$ cat config.mk
export PLATFORM = sky130hd
export DESIGN_NAME = stream_fifo
export DESIGN_NICKNAME = d
export VERILOG_FILES = /design/src/rtl/stream_fifo.sv
export SDC_FILE = /design/constraint.sdc
export NUM_CORES = 1
export LEC_CHECK = 0
export BUFFER_PORTS_ARGS = -buffer_cell sky130_fd_sc_hd__buf_2
export CAP_MARGIN = 20
export CORE_MARGIN = 2
export CORE_UTILIZATION = 62
export CTS_BUF_LIST = sky130_fd_sc_hd__clkbuf_2
export DETAILED_ROUTE_END_ITERATION = 10
export PLACE_DENSITY = 0.88
export SLEW_MARGIN = 20
export SYNTH_ARGS = -nofsm -noshare
export SYNTH_HDL_FRONTEND = slang
export SYNTH_SLANG_ARGS = --single-unit
$ cat constraint.sdc
create_clock -name clk -period 4.8 [get_ports clk]
set_input_delay 0.48 -clock clk [delete_from_list [all_inputs] [get_ports clk]]
set_output_delay 0.48 -clock clk [all_outputs]
set_load 0.02 [all_outputs]
$ cat src/rtl/stream_fifo.sv
// Stream FIFO with valid/ready handshakes, first-word-fall-through output, occupancy flags.
// Optional high-water mark register enabled by the STREAM_FIFO_PEAK_EN macro.
module stream_fifo #(
  parameter int DW        = 32,
  parameter int N         = 32,
  parameter int AF_THRESH = N - 2,
  parameter int AE_THRESH = 2
) (
  input  logic                  clk,
  input  logic                  rst,
  input  logic                  flush,
  input  logic                  s_valid,
  output logic                  s_ready,
  input  logic [DW-1:0]         s_data,
  output logic                  m_valid,
  input  logic                  m_ready,
  output logic [DW-1:0]         m_data,
  output logic [$clog2(N):0]    count,
  output logic                  almost_full,
  output logic                  almost_empty,
  output logic [$clog2(N):0]    peak
);

  localparam int AW = $clog2(N);
  localparam int CW = AW + 1;

  logic [DW-1:0] mem [N];
  logic [AW-1:0] wr_ptr;
  logic [AW-1:0] rd_ptr;
  logic [CW-1:0] count_q;
  logic [CW-1:0] count_nxt;
  logic          push;
  logic          pop;

  assign s_ready      = (count_q < CW'(N));
  assign m_valid      = (count_q != '0);
  assign m_data       = mem[rd_ptr];
  assign count        = count_q;
  assign almost_full  = (count_q >= CW'(AF_THRESH));
  assign almost_empty = (count_q <= CW'(AE_THRESH));

  assign push = s_valid && s_ready;
  assign pop  = m_valid && m_ready;

  always_comb begin
    count_nxt = count_q;
    if (flush) begin
      count_nxt = '0;
    end else begin
      case ({push, pop})
        2'b10:   count_nxt = count_q + 1'b1;
        2'b01:   count_nxt = count_q - 1'b1;
        default: count_nxt = count_q;
      endcase
    end
  end

  // Pointers are AW bits wide, so N being a power of two makes the wrap implicit.
  always_ff @(posedge clk) begin
    if (rst) begin
      wr_ptr  <= '0;
      rd_ptr  <= '0;
      count_q <= '0;
    end else if (flush) begin
      wr_ptr  <= '0;
      rd_ptr  <= '0;
      count_q <= '0;
    end else begin
      if (push) wr_ptr <= wr_ptr + 1'b1;
      if (pop)  rd_ptr <= rd_ptr + 1'b1;
      count_q <= count_nxt;
    end
  end

  // Storage has no reset; stale words are unreachable once the pointers are cleared.
  always_ff @(posedge clk) begin
    if (push && !flush && !rst) mem[wr_ptr] <= s_data;
  end

`ifdef STREAM_FIFO_PEAK_EN
  logic [CW-1:0] peak_q;

  always_ff @(posedge clk) begin
    if (rst) begin
      peak_q <= '0;
    end else if (count_nxt > peak_q) begin
      peak_q <= count_nxt;
    end
  end

  assign peak = peak_q;
`else
  assign peak = '0;
`endif

endmodule

# Word level (Yosys, flattened, before mapping)
# Memories as Yosys holds them, arrays and structs flattened. A register that Yosys moved wholly into a read port is not among the register bits.
# Cells that the tools add are included.
[classes] add_sub_neg=4 order_cmp=3 n_eq_ne=2 n_mux=5 reduce_logical=9
[ops] operator="6-bit one-hot mux with 2 select lines" count=1
[ops] operator="5-bit by 1-bit adder with 5-bit output, second input constant" count=2
[ops] operator="5-bit 2-to-1 mux" count=2
[ops] operator="6-bit by 1-bit adder with 6-bit output, second input constant" count=1
[ops] operator="6-bit by 5-bit >= comparator with 1-bit output, second input constant" count=1
[ops] operator="6-bit by 2-bit less-or-equal comparator with 1-bit output, second input constant" count=1
[ops] operator="6-bit less-than comparator, second input constant" count=1
[ops] operator="6-bit nonzero test" count=1
[ops] operator="6-bit by 1-bit subtractor with 6-bit output, second input constant" count=1
[ops] operator="1-bit logical AND" count=4
[ops] operator="2-bit by 1-bit == test with 1-bit output, second input constant" count=1
[ops] operator="2-bit == test, second input constant" count=1
[ops] operator="1-bit logical NOT" count=2
[ops] operator="1-bit 2-to-1 mux" count=2
[ops] operator="2-bit nonzero test" count=1
[ops] operator="2-bit OR reduction" count=1
[totals] regBits=16 ram_bits=1024 word_cells=27 mem_count=1
[memory_table] memory="mem" depth=32 width=32 rd=1 rd_ports_with_merged_regs=1 wr=1 line_no="27" source="logic [DW-1:0] mem [N];"

# Depth between registers and ports, before layout
[logic_depth] word_depth=6 ltp_mapped=12

# Least setup slack after synthesis
# No wires, ideal clock.
[synth_timing] path_kind="input to register" start="input port s_valid" end="memory mem[30][0], enable pin" setup_ps=421 arrival_ps=2700 path_slack_ps=1678 path_stages=5 path_buffers=0 cell_sequence="nor2b_1 -> inv_1 -> nor2_1 -> nand2_1 -> nor2_1"
[synth_via] elab_chain_cells=5
[synth_rtl] item="from (decl)" line_no="12" source="input logic s_valid,"
[synth_rtl] item="1-bit logical AND" line_no="42" source="assign push = s_valid && s_ready;"
[synth_rtl] item="1-bit logical AND (2 in series)" line_no="77" source="if (push && !flush && !rst) mem[wr_ptr] <= s_data;"
[synth_rtl] item="1-bit 2-to-1 mux" line_no="77"
[synth_rtl] item="1-bit 2-to-1 mux (not written as such)" line_no="77"
[synth_rtl] item="to (decl)" line_no="27"
# Every way passes these cells.

==> results.cfg <==
[run_status]
status = finished clean

[grt]
first_global_vias = 21088
grt_overflow_total = 0
grtUsageTotal_pct = 30.6
antenna_found_initial = 2
grt_pass1_wl_microns = 143000
grt_max_degree = 57

[sta]
timing.setup.tns_ps = 0
finClkSkew_ps = 115
slew_violations = 0
rsz0062_at_grt = yes
setup_viol = 0
slew_headroom_pct = 23.7
holdWs_ps = 102
finalHoldViolations = 0
tightest_slew_ps = 1140
min_period_ps = 4710
clock.fmax_mhz = 212
fin_crit_sh_pct = 98.2

[yosys]
yosys.area_share.simple_pct = 1.70
synth_area_per_cell_sq_um = 23.1
synth_mux_area_share_pct = 14.8
yosys_register_bits = 1045
yosys_warnings = 0
synth_top_family_by_area = multiplexers
synth-main-ff-cell = edfxtp_1
synth_cell_types = 44
syn_inst = 1712
synth_fa_ha_area_share_pct = 0.253
synth_compound_area_share_pct = 2.39
yosys.area.top_type = edfxtp_1
syn_area_sq_mm = 0.0395
synth.yosys.seq_area_share_pct = 78.9
yosys.area_share.xor_xnor_pct = 0.244
yosysTopAreaCellShare_pct = 77.8
async_reset_ff_share_pct = 0
synth_edf_count = 1024
synth.area.top_cells = edfxtp_1 (78%), mux4_2 (14%), o22ai_1 (2.1%)

[die]
die_area_sq_mm = 0.0658
die_w_microns = 256
rows = 92
core_area_sq_mm = 0.0631
die_h_microns = 256
start_util_pct = 62.6
io_pins = 85

[clock_network]
cts_buffer_depth = 3
htree_levels = 4
root_buffer = clkbuf_2
clkLatencyLatePin_ps = 1460
cts_buffers = 232
clkTransAtPathRegs_ps = 140
cts_sinks = 1045
cts_tree = yes

[layout]
nets = 2095
final_core_util_pct = 70.2
fin_cells = 3088
area_growth_pct = 12.1
drive_gt1_share_pct = 36.4

[place]
gp_congestion = 0.845
place_hpwl_microns = 56800
io_buffers = 78
dp.cells = 2581

[worst_setup_path]
start_kind = flop
critPathMaxFanout = 48
slowest_stage = dfxtp_4
r2r-end = count[4]$_SDFFE_PP0P_
path_delay_family = flip-flops
reg2reg_depth = 11
cp_num_buf_inv = 2
crit_required_ps = 4320
slowest_delay_ps = 820
crit_arrival_ps = 4230
r2r_start = count[2]$_SDFFE_PP0P_
r2r_setup_slack_ps = 1120
path_class = reg -> out
cp-end-kind = output pin
crit_chain = buf_12 -> mux4_2 -> o22ai_1 -> nor4_1 -> buf_2

[route]
drc = 0
drt-total-wl_microns = 103000
drt_pre_antenna_iters = 6
via_count = 21314
first_iter_violations = 3938
avgViaCountPerCell = 6.90
post_drt_wl_per_cell_microns = 33.4
drtAntennaViolNets = 0

[pwr]
fin_total_pwr_mw = 16.4
leakage_nw = 13.9
vdd_ir_drop_max_uv = 239
power_density_mw_per_mm2 = 371

[min_path]
holdCritPathClass = in -> reg
min_to = mem[12][7]$_DFFE_PP_
holdPathStages = 2
hold_path.startpoint = s_data[7]

[flow_run]
maxCapViolCount = 0
## what timing repair did
item / CTS / global route
hold buffers: 56 / 1
endpoints found under the setup margin: 12 / 24
resized for setup: 4 / 9
buffers inserted: 9 / 1
hold endpoints to repair: 1045 / 2
## cell usage after synthesis (all sizes together), types with 5 or more instances
cell type / n
o22ai: 130
clkbuf: 40
mux2i: 5
nor2: 51
inv: 6
xor2: 9
mux4: 256
buf: 59
or3: 7
ha: 8
nand2: 18
nand3b: 7
nor4: 33
edfxtp: 1024
dfxtp: 21
## cell usage in the layout (no fill, tap or decap), drive strengths merged, types with 5 or more instances in the layout
cell         count
buf            141
bufinv           5
clkbuf         354
clkinv          59
conb             6
dfxtp           21
dlygate4sd3     57
edfxtp        1024
ha               8
inv             10
mux2i            5
mux4           256
nand2           18
nand3b           7
nor2            51
nor4            33
o22ai          130
or3              7
xor2             9
## through the flow
step,setup WS [ps],cell area (sq um)
3_5_place_dp,1270,41000
3_3_place_gp,1340,41000
4_1_cts,30.4,43900
2_1_floorplan,1680,39500
6_report,85.6,44300
5_1_grt,36.4,44300
## worst max-delay path by stage
| stage | end | depth (start not counted) | start | slack, ps |
|---|---|---|---|---|
| after floorplan | mem[30][0]$_DFFE_PP_ | 5 | s_valid | 1680 |
| after global placement | mem[28][16]$_DFFE_PP_ | 7 | s_valid | 1340 |
| after detailed placement | mem[1][14]$_DFFE_PP_ | 6 | s_valid | 1270 |
| after CTS | m_data[23] | 7 | flop | 30 |
| after global routing | m_data[25] | 5 | flop | 40 |
| final | m_data[6] | 5 | flop | 90 |
## report_power, final
part	switching, mW	leakage, nW	internal (mW)
clock	3.62	1.67	2.26
sequential	0.0133	9.38	10.0
combinational	0.349	2.85	0.179
## logic make-up after synthesis
group | count (synthesis)
AO/OA/AOI/OAI | 149
XOR/XNOR | 11
adder cells (fa/ha/maj) | 8
buffers and inverters | 105
flip-flops | 1045
multiplexers | 261
other | 1
AND/OR/NAND/NOR | 132
## sequential cells by signal, indices dropped and copies added, names as in the netlist, named ones only
register,cells
mem,1024
rd_ptr,5
count,6
wr_ptr,5
## layout make-up
class | count | area [sq um]
timing repair buffer | 198 | 1780
tap | 846 | 1060
multi-input combinational | 567 | 8010
inverter | 6 | 22.5
clock inverter | 71 | 459
clock buffer | 354 | 1770
sequential | 1045 | 31200
antenna | 1 | 2.50
fill | 3507 | 18800
## metal layers
layer / up-vias / wire (microns) / share of wire, % / track usage (%)
met5: - / 0 / 0 / 0
met1: 10654 / 32200 / 31 / 38.4
met3: 364 / 11900 / 12 / 6.21
li1: 8193 / - / - / -
met2: 2103 / 52300 / 51 / 51.0
met4: 0 / 6720 / 6.5 / 16.5
No activity file was read; power rests on OpenSTA's default activity.
